### src/rtl/uart_ctrl_pkg.sv
// -----------------------------------------------------------------------------
// uart_ctrl_pkg
// Shared types and constants for the UART transmit-side control blocks.
//   state_t           : arbiter FSM states
//   DATA_W / CNT_W    : byte width and counter width used by the arbiter
//   BAUD_DIV_*        : uart_tx bit-period divisors for a 50 MHz clock
//   DEFAULT_TIMEOUT   : WAIT_DONE watchdog limit, covers one 10-bit frame at
//                       9600 baud (10 * 5208 = 52080 cycles) with margin
//   id_width()        : index width for N requesters, never below 1 bit
// -----------------------------------------------------------------------------
package uart_ctrl_pkg;

  typedef enum logic [1:0] {
    IDLE      = 2'd0,
    LAUNCH    = 2'd1,
    WAIT_DONE = 2'd2,
    GAP       = 2'd3
  } state_t;

  localparam int DATA_W = 8;
  localparam int CNT_W  = 16;

  localparam int BAUD_DIV_9600   = 5208;
  localparam int BAUD_DIV_19200  = 2604;
  localparam int BAUD_DIV_38400  = 1302;
  localparam int BAUD_DIV_57600  = 868;
  localparam int BAUD_DIV_115200 = 434;

  localparam int DEFAULT_TIMEOUT = 60000;
  localparam int DEFAULT_GAP     = 16;

  function automatic int id_width(input int n);
    return (n > 1) ? $clog2(n) : 1;
  endfunction

endpackage

### src/rtl/uart_tx_arb_if.sv
// -----------------------------------------------------------------------------
// uart_tx_arb_if
// Bundles the requester handshake and the uart_tx launch/status signals of the
// arbiter. Signal suffixes are from the arbiter's point of view.
//   req_valid_i / req_data_i / req_ready_o : per-requester byte handshake
//   tx_en_o / tx_data_o / tx_done_i        : link to the uart_tx instance
//   busy_o / grant_id_o / timeout_o        : status
// Modports:
//   slave  : the arbiter
//   master : the environment (requesters + uart_tx)
// -----------------------------------------------------------------------------
interface uart_tx_arb_if
  import uart_ctrl_pkg::*;
#(
  parameter int NUM_REQ = 4
);
  localparam int ID_W = id_width(NUM_REQ);

  logic [NUM_REQ-1:0]        req_valid_i;
  logic [NUM_REQ*DATA_W-1:0] req_data_i;
  logic [NUM_REQ-1:0]        req_ready_o;
  logic                      tx_en_o;
  logic [DATA_W-1:0]         tx_data_o;
  logic                      tx_done_i;
  logic                      busy_o;
  logic [ID_W-1:0]           grant_id_o;
  logic                      timeout_o;

  modport slave (
    input  req_valid_i, req_data_i, tx_done_i,
    output req_ready_o, tx_en_o, tx_data_o, busy_o, grant_id_o, timeout_o
  );

  modport master (
    output req_valid_i, req_data_i, tx_done_i,
    input  req_ready_o, tx_en_o, tx_data_o, busy_o, grant_id_o, timeout_o
  );

endinterface

### src/rtl/uart_tx_arb_rr_arbiter.sv
// -----------------------------------------------------------------------------
// rr_arbiter
// Purely combinational round-robin pick: the first asserted request found when
// scanning upward from ptr_i, wrapping past N-1 back to 0.
//   req_i    in  N     request vector
//   ptr_i    in  ID_W  highest-priority index (must be < N)
//   gnt_o    out N     one-hot grant, all zero when no request
//   gnt_id_o out ID_W  index of the granted request (0 when none)
//   any_o    out 1     at least one request asserted
// The pointer register is owned by the caller.
// -----------------------------------------------------------------------------
module rr_arbiter #(
  parameter int N    = 4,
  parameter int ID_W = 2
) (
  input  logic [N-1:0]    req_i,
  input  logic [ID_W-1:0] ptr_i,
  output logic [N-1:0]    gnt_o,
  output logic [ID_W-1:0] gnt_id_o,
  output logic            any_o
);

  always_comb begin
    logic [ID_W-1:0] idx;
    idx      = '0;
    gnt_o    = '0;
    gnt_id_o = '0;
    any_o    = 1'b0;
    for (int i = 0; i < N; i++) begin
      // modulo keeps the scan in range for non-power-of-two N
      idx = ID_W'((int'(ptr_i) + i) % N);
      if (!any_o && req_i[idx]) begin
        any_o      = 1'b1;
        gnt_o[idx] = 1'b1;
        gnt_id_o   = idx;
      end
    end
  end

endmodule

### src/rtl/uart_tx_arb.sv
// -----------------------------------------------------------------------------
// uart_tx_arb
// Shares one uart_tx between NUM_REQ byte producers. A round-robin winner is
// accepted in IDLE, launched with a one-cycle tx_en pulse, then the block waits
// for tx_done (guarded by a watchdog) and holds an idle gap before the next
// grant.
//   clk_i, rst_i   : clock, synchronous active-high reset
//   bus (slave)    : requester handshake, uart_tx link and status outputs
// Parameters:
//   NUM_REQ        : requesters (2..8)
//   GAP_CYCLES     : idle cycles after each frame (0 allowed, < 65536)
//   TIMEOUT_CYCLES : WAIT_DONE cycles before the frame is abandoned (< 65536)
// -----------------------------------------------------------------------------
module uart_tx_arb
  import uart_ctrl_pkg::*;
#(
  parameter int NUM_REQ        = 4,
  parameter int GAP_CYCLES     = DEFAULT_GAP,
  parameter int TIMEOUT_CYCLES = DEFAULT_TIMEOUT
) (
  input  logic          clk_i,
  input  logic          rst_i,
  uart_tx_arb_if.slave  bus
);

  localparam int ID_W = id_width(NUM_REQ);

  localparam logic [CNT_W-1:0] WD_LAST  = CNT_W'(TIMEOUT_CYCLES - 1);
  localparam logic [CNT_W-1:0] GAP_LOAD = CNT_W'(GAP_CYCLES);

  state_t            state_q, state_d;
  logic [ID_W-1:0]   ptr_q, ptr_d;
  logic [DATA_W-1:0] tx_data_q, tx_data_d;
  logic [ID_W-1:0]   grant_id_q, grant_id_d;
  logic [CNT_W-1:0]  wd_cnt_q, wd_cnt_d;
  logic [CNT_W-1:0]  gap_cnt_q, gap_cnt_d;

  logic [NUM_REQ-1:0] gnt;
  logic [ID_W-1:0]    win_id;
  logic               any_req;
  logic [DATA_W-1:0]  win_byte;
  logic [NUM_REQ-1:0] req_ready;
  logic               timeout;

  function automatic logic [ID_W-1:0] next_ptr(input logic [ID_W-1:0] id);
    return (id == ID_W'(NUM_REQ - 1)) ? '0 : id + 1'b1;
  endfunction

  rr_arbiter #(
    .N    (NUM_REQ),
    .ID_W (ID_W)
  ) u_rr (
    .req_i    (bus.req_valid_i),
    .ptr_i    (ptr_q),
    .gnt_o    (gnt),
    .gnt_id_o (win_id),
    .any_o    (any_req)
  );

  always_comb begin
    win_byte = '0;
    for (int k = 0; k < NUM_REQ; k++) begin
      if (win_id == ID_W'(k)) win_byte = bus.req_data_i[k*DATA_W +: DATA_W];
    end
  end

  always_comb begin
    state_d    = state_q;
    ptr_d      = ptr_q;
    tx_data_d  = tx_data_q;
    grant_id_d = grant_id_q;
    wd_cnt_d   = wd_cnt_q;
    gap_cnt_d  = gap_cnt_q;
    req_ready  = '0;
    timeout    = 1'b0;

    unique case (state_q)
      IDLE: begin
        if (any_req) begin
          req_ready  = gnt;
          tx_data_d  = win_byte;
          grant_id_d = win_id;
          ptr_d      = next_ptr(win_id);
          state_d    = LAUNCH;
        end
      end

      LAUNCH: begin
        wd_cnt_d = '0;
        state_d  = WAIT_DONE;
      end

      WAIT_DONE: begin
        wd_cnt_d = wd_cnt_q + CNT_W'(1);
        // done on the final watchdog cycle counts as a normal completion
        if (bus.tx_done_i || (wd_cnt_q == WD_LAST)) begin
          timeout   = ~bus.tx_done_i;
          gap_cnt_d = GAP_LOAD;
          state_d   = (GAP_CYCLES == 0) ? IDLE : GAP;
        end
      end

      GAP: begin
        gap_cnt_d = gap_cnt_q - CNT_W'(1);
        if (gap_cnt_q <= CNT_W'(1)) state_d = IDLE;
      end

      default: state_d = IDLE;
    endcase
  end

  always_ff @(posedge clk_i) begin
    if (rst_i) begin
      state_q    <= IDLE;
      ptr_q      <= '0;
      tx_data_q  <= '0;
      grant_id_q <= '0;
      wd_cnt_q   <= '0;
      gap_cnt_q  <= '0;
    end else begin
      state_q    <= state_d;
      ptr_q      <= ptr_d;
      tx_data_q  <= tx_data_d;
      grant_id_q <= grant_id_d;
      wd_cnt_q   <= wd_cnt_d;
      gap_cnt_q  <= gap_cnt_d;
    end
  end

  assign bus.req_ready_o = req_ready;
  assign bus.tx_en_o     = (state_q == LAUNCH);
  assign bus.tx_data_o   = tx_data_q;
  assign bus.busy_o      = (state_q != IDLE);
  assign bus.grant_id_o  = grant_id_q;
  assign bus.timeout_o   = timeout;

endmodule

### src/flat_wrapper.sv
// flat-port wrapper written by rule: the top's interface ports become plain ports
module uart_tx_arb_flat import uart_ctrl_pkg::*;
#(
  parameter int NUM_REQ        = 4,
  parameter int GAP_CYCLES     = DEFAULT_GAP,
  parameter int TIMEOUT_CYCLES = DEFAULT_TIMEOUT
)
  (clk_i, rst_i, bus_req_valid_i, bus_req_data_i, bus_tx_done_i, bus_req_ready_o, bus_tx_en_o, bus_tx_data_o, bus_busy_o, bus_grant_id_o, bus_timeout_o);
  uart_tx_arb_if #(.NUM_REQ(NUM_REQ)) bus_i ();
  input  logic clk_i;
  input  logic rst_i;
  input wire logic [$bits(bus_i.req_valid_i)-1:0] bus_req_valid_i;
  input wire logic [$bits(bus_i.req_data_i)-1:0] bus_req_data_i;
  input wire logic [$bits(bus_i.tx_done_i)-1:0] bus_tx_done_i;
  output wire logic [$bits(bus_i.req_ready_o)-1:0] bus_req_ready_o;
  output wire logic [$bits(bus_i.tx_en_o)-1:0] bus_tx_en_o;
  output wire logic [$bits(bus_i.tx_data_o)-1:0] bus_tx_data_o;
  output wire logic [$bits(bus_i.busy_o)-1:0] bus_busy_o;
  output wire logic [$bits(bus_i.grant_id_o)-1:0] bus_grant_id_o;
  output wire logic [$bits(bus_i.timeout_o)-1:0] bus_timeout_o;
  assign bus_i.req_valid_i = bus_req_valid_i;
  assign bus_i.req_data_i = bus_req_data_i;
  assign bus_i.tx_done_i = bus_tx_done_i;
  assign bus_req_ready_o = bus_i.req_ready_o;
  assign bus_tx_en_o = bus_i.tx_en_o;
  assign bus_tx_data_o = bus_i.tx_data_o;
  assign bus_busy_o = bus_i.busy_o;
  assign bus_grant_id_o = bus_i.grant_id_o;
  assign bus_timeout_o = bus_i.timeout_o;
  uart_tx_arb #(.NUM_REQ(NUM_REQ), .GAP_CYCLES(GAP_CYCLES), .TIMEOUT_CYCLES(TIMEOUT_CYCLES)) u_core (.clk_i(clk_i), .rst_i(rst_i), .bus(bus_i));
endmodule
### config.mk
export PLATFORM = sky130hd
export DESIGN_NAME = uart_tx_arb_flat
export DESIGN_NICKNAME = d
export VERILOG_FILES = /design/src/rtl/uart_ctrl_pkg.sv /design/src/rtl/uart_tx_arb_if.sv /design/src/rtl/uart_tx_arb_rr_arbiter.sv /design/src/rtl/uart_tx_arb.sv /design/src/flat_wrapper.sv
export SDC_FILE = /design/constraint.sdc
export NUM_CORES = 1
export LEC_CHECK = 0
export CORE_UTILIZATION = 35
export DETAILED_ROUTE_END_ITERATION = 7
export GPL_ROUTABILITY_DRIVEN = 0
export SLEW_MARGIN = 20
export SYNTH_ARGS = -nofsm -noshare
export SYNTH_HDL_FRONTEND = slang
export SYNTH_HIERARCHICAL = 1
export SYNTH_SLANG_ARGS = --single-unit
### constraint.sdc
create_clock -name clk_i -period 8.9 [get_ports clk_i]
set_input_delay 2.67 -clock clk_i [delete_from_list [all_inputs] [get_ports clk_i]]
set_output_delay 2.67 -clock clk_i [all_outputs]
set_load 0.01 [all_outputs]
# Yosys cells after proc, flatten, opt, wreduce, memory -nomap -nowiden
# Index checks and enable logic that the tools add are counted.
word_totals:
  ff_bits: 46
  output_inout_bits: 17
classes:
  n_addsub: 6
  magnitude_cmp: 9
  n_eq_ne: 10
  n_mux: 44
  bitwise_logic: 4
  n_reduce_logical: 19
op_table:
  columns: ["operator", "count"]
  rows:
  - ["$pmux 16 s2", 2]
  - ["$mux 8", 4]
  - ["$mux 4", 6]
  - ["$add 16x1->16 const B", 1]
  - ["$eq 16x16->1 const B", 1]
  - ["$le 16x1->1 const B", 1]
  - ["$mux 16", 1]
  - ["$mux 2", 8]
  - ["$sub 16x1->16 const B", 1]
  - ["$mux 1", 14]
  - ["$lt 2x3->1 const B", 4]
  - ["$or 4x4->4", 3]
  - ["$bmux 1 s2", 4]
  - ["$demux 1 s2", 4]
  - ["$eq 2x2->1 const B", 4]
  - ["$ge 2x1->1 const B", 4]
  - ["$pmux 2 s4", 1]
  - ["$logic_and 1x1->1", 7]
  - ["$ne 2x1->1 const B", 3]
  - ["$reduce_bool 2->1", 3]
  - ["$add 2x1->2 const B", 2]
  - ["$add 2x2->2 const B", 2]
  - ["$eq 2x1->1 const B", 2]
  - ["$logic_not 2->1", 2]
  - ["5 further kinds", 8]

# Longest topological paths before layout
# Gate-level depths: netlist (run 1).
logic_depth:
  depth_word: 17
  mapped_depth: 16
  ltp_nobuf: 13

# By module
# The synthesis (run 1) kept the hierarchy.
by_module_without_submodules:
  columns: ["mod", "instances", "cells_each", "area_each_um2", "seq_area_each_um2"]
  rows:
  - ["uart_tx_arb", 1, 305, 2484.9, 920.9]
  - ["rr_arbiter", 1, 45, 419.2, 0.0]

# Least setup slack after synthesis (run 1)
# OpenSTA, ideal clock, no wires.
synth_timing:
  path_kind: "in2out"
  startpoint: "input port bus_req_valid_i[2]"
  endpoint: "output port bus_req_ready_o[0]"
  arrival_ns: 3.970
  required_ns: 6.230
  path_slack_ns: 2.260
  stages: 6
  path_buffers: 1
  cell_sequence: "mux4_2 buf_6 nor4b_4 a22oi_1 o21ai_0 and3_1"
synth_between:
  elab_chain_cells: 14
  word_cells_on_any_way: 27
  cone_classes: "18 x mux; 3 x bitwise; 6 x reduce/logical"
synth_lines:
  columns: ["item", "line", "rtl"]
  rows:
  - ["start, declared", "flat_wrapper.sv:12", "input wire logic [$bits(bus_i.req_valid_i)-1:0] bus_req_valid_i;"]
  - ["$bmux 1 s2", "uart_tx_arb_rr_arbiter.sv:32", "if (!any_o && req_i[idx]) begin"]
  - ["$mux 1 (implied by the code)", "uart_tx_arb_rr_arbiter.sv:32", null]
  - ["$mux 1", "uart_tx_arb_rr_arbiter.sv:32", null]
  - ["$logic_not 1->1", "uart_tx_arb_rr_arbiter.sv:32", null]
  - ["$logic_and 1x1->1", "uart_tx_arb_rr_arbiter.sv:32", null]
  - ["$mux 1", "uart_tx_arb_rr_arbiter.sv:32", null]
  - ["$logic_not 1->1", "uart_tx_arb_rr_arbiter.sv:32", null]
  - ["$logic_and 1x1->1", "uart_tx_arb_rr_arbiter.sv:32", null]
  - ["$mux 1", "uart_tx_arb_rr_arbiter.sv:32", null]
  - ["$logic_not 1->1", "uart_tx_arb_rr_arbiter.sv:32", null]
  - ["$logic_and 1x1->1", "uart_tx_arb_rr_arbiter.sv:32", null]
  - ["$mux 4 *", "uart_tx_arb_rr_arbiter.sv:32", null]
  - ["via u_core.gnt[0]", "uart_tx_arb.sv:38", "logic [NUM_REQ-1:0] gnt;"]
  - ["$mux 4 *", "uart_tx_arb.sv:79", "if (any_req) begin"]
  - ["$mux 4 *", "uart_tx_arb.sv:77", "unique case (state_q)"]
  - ["end, declared", "flat_wrapper.sv:15", "output wire logic [$bits(bus_i.req_ready_o)-1:0] bus_req_ready_o;"]
# The timed path passes the listed nets; every way through them passes the cells marked *. The select of a mux whose other input is x is not followed.

# Final worst setup path (run 1)
layout_timing:
  startpoint: "input port bus_req_valid_i[3]"
  endpoint: "output port bus_req_ready_o[2]"
# The elaborated chain is that of the path after synthesis.

==> results of run 1 <==
[critical path, cell delays in order]
cell and delay, ns:
clkdlybuf4s50_1 0.49, mux4_2 0.65, nor4b_4 0.44, a22oi_1 0.11
o21ai_0 0.09, and3_1 0.20, clkdlybuf4s50_1 0.54
[worst paths after layout]
path / from / cells after the start / end / slack (ns)
setup / recovery: bus_req_valid_i[3] / 7 / bus_req_ready_o[2] / 1.04
hold / removal: u_core/bus.grant_id_o[1] / 2 / u_core/bus.grant_id_o[1] / 0.46
setup reg to reg: u_core/ptr_q[0] / 13 / u_core/bus.tx_data_o[6] / 5.06
hold reg to reg: u_core/bus.grant_id_o[1] / 2 / u_core/bus.grant_id_o[1] / 0.46
[synthesized netlist by cell type (2+ instances only)]
cell	count	area, µm²
o211ai_1	4	30.03
xor2_1	12	105.1
nand3_1	9	45.04
nand3b_1	7	52.55
and3_1	6	37.54
nand2b_1	5	31.28
a21oi_1	38	190.2
nor2_1	36	135.1
clkbuf_1	15	56.30
a31oi_1	2	12.51
xnor2_1	5	43.79
or4_1	6	45.04
or3_1	7	43.79
o21a_1	6	45.04
dfxtp_1	46	920.9
nor4_1	3	18.77
o21ai_0	13	65.06
nor3_1	13	65.06
mux2i_1	2	20.02
or2_2	2	12.51
nand2_1	19	71.32
o32ai_1	2	17.52
nor2b_1	4	25.02
buf_6	2	22.52
a221oi_1	3	26.28
inv_1	17	63.81
mux4_1	2	52.55
ha_1	16	200.2
mux4_2	2	45.04
nand4_1	5	31.28
o31ai_1	10	75.07
a22oi_1	8	60.06
mux2_2	2	22.52
[power by group through the flow]
stage / combinational, mW / clock [mW] / sequential, mW
global route: 0.896 / 0.146 / 0.325
global placement: 0.792 / 0 / 0.317
CTS: 0.800 / 0.138 / 0.316
finish: 0.795 / 0.131 / 0.316
detailed placement: 0.797 / 0 / 0.320
floorplan: 0.610 / 0 / 0.310
[area by class of cell]
cell class	count	area [µm²]
Fill cell	798	4290
Multi-Input combinational cell	269	1836
Sequential cell	46	920.9
Timing Repair Buffer	56	558.0
Tap cell	102	127.6
Clock buffer	7	86.33
Inverter	17	63.81
Clock inverter	1	5.005
[kinds of logic (layout without fill, tap and decap cells)]
group | after synthesis | count (layout) | synth area share
AO/OA/AOI/OAI | 94 | 94 | 0.2055
buffers and inverters | 35 | 81 | 0.05084
multiplexers | 8 | 8 | 0.04825
AND/OR/NAND/NOR | 134 | 134 | 0.2581
adder cells (fa/ha/maj) | 16 | 16 | 0.06894
XOR/XNOR | 17 | 17 | 0.05127
flip-flops | 46 | 46 | 0.3171
[flip-flops by register name (all words and copies together) (netlist names)]
name and flops:
u_core/gap_cnt_q 16, u_core/wd_cnt_q 16, u_core/state_q 2, u_core/bus.tx_data_o 8, u_core/ptr_q 2, u_core/bus.grant_id_o 2
[layer usage]
| metal | share of wire | GRT usage | vias up |
|---|---|---|---|
| li1 | - | - | 1363 |
| met5 | 0 | 0 | - |
| met1 | 0.50 | 0.2090 | 1221 |
| met4 | 0.0096 | 0.04615 | 0 |
| met2 | 0.42 | 0.2439 | 89 |
| met3 | 0.071 | 0.04472 | 8 |
[per-stage QoR]
stage	utilization	instances	worst slack, ns	hold slack [ns]	instance area, µm²
3_5_place_dp	0.4445	490	1.061	0.4514	3506
3_3_place_gp	0.4445	490	1.142	0.4445	3506
4_1_cts	0.4561	498	1.056	0.4638	3597
2_1_floorplan	-	350	2.260	0.4414	2904
6_report	0.4561	498	1.040	0.4643	3597
5_1_grt	0.4561	498	0.9353	0.4902	3597
==> flow_metrics.env, run 1 <==
export IMPL_worstSkewPairLatency_ns=0.30
export IMPL_min_period_over_period=0.8832
export IMPL_drcViolationCount=0
export IMPL_gr_usage_all_layers=0.1564
export IMPL_synth_ff_latch_count=46
export IMPL_detail_route_first_pass_iterations=4
export IMPL_cts_setup_buffers=0
export IMPL_initial_core_util=0.3682
export IMPL_buffer_ports_inserted=55
export IMPL_final_common_cell="clkdlybuf4s50_1"
export IMPL_setup_violations=0
export IMPL_clk_pin_slew_ns=0.08
export IMPL_p_comb_frac=0.640
export IMPL_cts_bufs_inserted=5
export IMPL_power_switching_fraction=0.4516
export IMPL_synthFlopType="dfxtp_1"
export IMPL_avgSynthCellArea_um2=8.297
export IMPL_syn_to_final_growth_pct=23.87
export IMPL_postSynthNetCount=405
export IMPL_unrepaired_setup_endpoints_after_global_routing="false"
export IMPL_drive_gt1_frac=0.05808
export IMPL_finalHoldViolCount=0
export IMPL_overflow=0
export IMPL_detailedPlacementHpwl_um=4933
export IMPL_hold_buffers=0
export IMPL_drtAntennaViolNets=0
export IMPL_io_pins=56
export IMPL_cts_max_path_bufs=2
export IMPL_power_switching_mw=0.5610
export IMPL_placeableCoreArea_mm2=0.007888
export IMPL_pin_count_of_the_biggest_net_entering_global_routing=25
export IMPL_criticalPathCategory="in2out"
export IMPL_netlist_instances=350
export IMPL_postSynth_asyncResetShare=0
export IMPL_post_route_setup_tns_ns=0
export IMPL_nets=450
export IMPL_worst_hold_path_type="reg2reg"
export IMPL_ys_warn_count=6
export IMPL_sequentialPowerShare=0.255
export IMPL_route_final_wire_length_um=6744
export IMPL_viasPerCell=5.384
export IMPL_crit_path_max_fanout=13
export IMPL_run_status="finished clean"
export IMPL_crit_required_ns=6.23
export IMPL_dieHeight_um=93.09
export IMPL_ctsHtreeMaxLevel=2
export IMPL_total_power_mw=1.242
export IMPL_worstSetupStartpointType="input port"
export IMPL_arrival_ns=5.19
export IMPL_max_cap_viol_count=0
export IMPL_rows=32
export IMPL_powerDensity_mw_per_mm2=345.4
export IMPL_number_of_enable_type_register_cells_in_the_synthesized_netlist=0
export IMPL_die_width_um=93.09
export IMPL_finalCriticalPeriod_ns=7.860
export IMPL_antenna_violations_before_repair=0
export IMPL_tritoncts_clock_tree="built"
export IMPL_static_leakage_power_nw=1.309
export IMPL_timing_worst_slew_pin_value_ns=0.7522
export IMPL_skew_ns=0.007286
export IMPL_power_clock_fraction=0.105
export IMPL_ctsResizeCount=0
export IMPL_fp_dieArea_mm2=0.008666
export IMPL_antennaDiodeCount=0
export IMPL_ir_drop_worst_vdd_uv=149.5
export IMPL_tritoncts_num_sinks=46
export IMPL_wire_per_inst_um=13.54
export IMPL_power_report_internal_total_mw=0.6813
export IMPL_most_common_layout_cells="clkdlybuf4s50_1, dfxtp_1, a21oi_1"
export IMPL_max_slew_margin_rel=0.4986
export IMPL_report_final_slew_viol_count=0
export IMPL_clock_tree_root_cell="clkbuf_8"
export IMPL_worstSetupEndpointType="primary output"
export IMPL_first_global_vias=2344
export IMPL_detail_route_iter0_violations=103
export IMPL_mappedNetlistArea_mm2=0.002904
export IMPL_vias=2681
export IMPL_max_clock_freq_mhz=127.2
export IMPL_wire_length_of_the_first_global_routing_pass_um=11000
export IMPL_synth_lib_cells_used_distinct=54
export IMPL_synth_sequential_area_ratio=0.3171
Note: power is estimated with default switching activity, not from simulation.
==> inputs of run 2 (changes only) <==
==> constraint.sdc (replaced) <==
create_clock -name clk_i -period 8.9 [get_ports clk_i]
set_input_delay 1.335 -clock clk_i [delete_from_list [all_inputs] [get_ports clk_i]]
set_output_delay 1.335 -clock clk_i [all_outputs]
set_load 0.01 [all_outputs]
==> flow_metrics.env, run 2 (same netlist as run 1, synthesis figures left out) <==
export IMPL_run_status="finished clean"
export IMPL_syn_to_final_growth_pct=24.52
export IMPL_initial_core_util=0.3682
export IMPL_power_report_internal_total_mw=0.7031
export IMPL_rows=32
export IMPL_setup_violations=0
export IMPL_sequentialPowerShare=0.247
export IMPL_ctsResizeCount=0
export IMPL_overflow=0
export IMPL_route_final_wire_length_um=6815
export IMPL_tritoncts_clock_tree="built"
export IMPL_wire_length_of_the_first_global_routing_pass_um=11180
export IMPL_hold_buffers=0
export IMPL_buffer_ports_inserted=55
export IMPL_detailedPlacementHpwl_um=4933
export IMPL_utilization=0.4584
export IMPL_crit_path_max_fanout=13
export IMPL_worst_hold_path_type="reg2reg"
export IMPL_nets=450
export IMPL_drcViolationCount=0
export IMPL_drive_gt1_frac=0.05808
export IMPL_ctsHtreeMaxLevel=2
export IMPL_arrival_ns=3.86
export IMPL_fp_dieArea_mm2=0.008666
export IMPL_dieHeight_um=93.09
export IMPL_max_slew_margin_rel=0.5132
export IMPL_most_common_layout_cells="clkdlybuf4s50_1, dfxtp_1, a21oi_1"
export IMPL_critical_path_cell_chain="clkdlybuf4s50_1 > mux4_2 > nor4b_4 > a22oi_1 > o21ai_0 > and3_1 > clkdlybuf4s50_1"
export IMPL_criticalPathCategory="in2out"
export IMPL_min_period_over_period=0.5840
export IMPL_num_fill_cells=782
export IMPL_ir_drop_worst_vdd_uv=151.9
export IMPL_unrepaired_setup_endpoints_after_global_routing="false"
export IMPL_detail_route_iter0_violations=157
export IMPL_cts_bufs_inserted=5
export IMPL_clk_pin_slew_ns=0.09
export IMPL_first_global_vias=2441
export IMPL_gr_usage_all_layers=0.1578
export IMPL_crit_required_ns=7.57
export IMPL_powerDensity_mw_per_mm2=352.4
export IMPL_antennaDiodeCount=0
export IMPL_finalCriticalPeriod_ns=5.198
export IMPL_static_leakage_power_nw=1.312
export IMPL_power_clock_fraction=0.123
export IMPL_crit_path_top_cell_by_count="clkdlybuf4s50_1"
export IMPL_final_common_cell="clkdlybuf4s50_1"
export IMPL_viasPerCell=5.371
export IMPL_p_comb_frac=0.630
export IMPL_report_final_slew_viol_count=0
export IMPL_finalHoldViolCount=0
export IMPL_power_switching_mw=0.5711
export IMPL_max_cap_viol_count=0
export IMPL_wire_per_inst_um=13.68
export IMPL_placeableCoreArea_mm2=0.007888
export IMPL_post_route_setup_tns_ns=0
export IMPL_tritoncts_num_sinks=46
export IMPL_vias=2675
export IMPL_drtAntennaViolNets=0
export IMPL_io_pins=56
export IMPL_detail_route_first_pass_iterations=4
export IMPL_pin_count_of_the_biggest_net_entering_global_routing=25
export IMPL_worstSetupEndpointType="primary output"
export IMPL_worst_r2r_startpoint="u_core/ptr_q[0]"
export IMPL_power_switching_fraction=0.4482
export IMPL_cts_max_path_bufs=2
export IMPL_worstSkewPairLatency_ns=0.30
export IMPL_cts_setup_buffers=0
export IMPL_critPathMaxStageDelay_ns=0.66
export IMPL_critPathLaunch="bus_req_valid_i[3]"
export IMPL_skew_ns=0.01102
export IMPL_die_width_um=93.09
export IMPL_clock_tree_root_cell="clkbuf_8"
export IMPL_max_clock_freq_mhz=192.4
export IMPL_worstSetupStartpointType="input port"
export IMPL_min_delay_start="u_core/bus.grant_id_o[0]"
export IMPL_crit_path_top_delay_cell="mux4_2"
export IMPL_antenna_violations_before_repair=0
export IMPL_timing_worst_slew_pin_value_ns=0.7302
==> run 2: critical path: cells and delay by family <==
| family | cells | cell delay [ns] |
|---|---|---|
| AO/OA/AOI/OAI | 2 | 0.20 |
| buffers and inverters | 2 | 1.02 |
| multiplexers | 1 | 0.66 |
| AND/OR/NAND/NOR | 2 | 0.65 |
==> run 2: worst paths after layout <==
kind / slack (ns) / end / cells past startpoint
worst max-delay path: 3.70 / bus_req_ready_o[2] / 7
worst max register to register: 5.12 / u_core/bus.tx_data_o[6] / 13
worst min register to register: 0.46 / u_core/bus.grant_id_o[0] / 2
worst min-delay path: 0.46 / u_core/bus.grant_id_o[0] / 2
==> run 2: power by group through the flow <==
| stage | clock network, mW | logic (mW) | registers, mW |
|---|---|---|---|
| CTS | 0.162 | 0.805 | 0.314 |
| floorplan | 0 | 0.610 | 0.310 |
| global route | 0.168 | 0.899 | 0.322 |
| detailed placement | 0 | 0.802 | 0.319 |
| global placement | 0 | 0.790 | 0.317 |
| finish | 0.157 | 0.803 | 0.314 |
==> run 2: stage by stage <==
stage | setup WS [ns] | power [mW] | std cells | instance area, µm² | hold slack [ns]
after CTS | 3.746 | 1.281 | 498 | 3616 | 0.4636
after global routing | 3.592 | 1.389 | 498 | 3616 | 0.4930
after detailed placement | 3.746 | 1.121 | 490 | 3506 | 0.4500
final | 3.702 | 1.274 | 498 | 3616 | 0.4629
after global placement | 3.811 | 1.108 | 490 | 3506 | 0.4446
after floorplan | 4.930 | 0.9199 | 350 | 2904 | 0.4414
==> run 2: per-layer routing <==
metal,vias to the layer above,track usage,share of wire
li1,1356,-,-
met1,1233,0.2166,0.50
met2,78,0.2469,0.42
met3,8,0.03496,0.069
met4,0,0.04615,0.010
met5,-,0,0
==> run 2: layout make-up <==
class	count	area, µm²	area share
clock inverter	2	37.54	0.01038
inverter	17	63.81	0.01765
multi-input combinational	269	1836	0.5076
clock buffer	6	72.57	0.02007
sequential	46	920.9	0.2547
timing repair buffer	56	558.0	0.1543
tap	102	127.6	0.03529
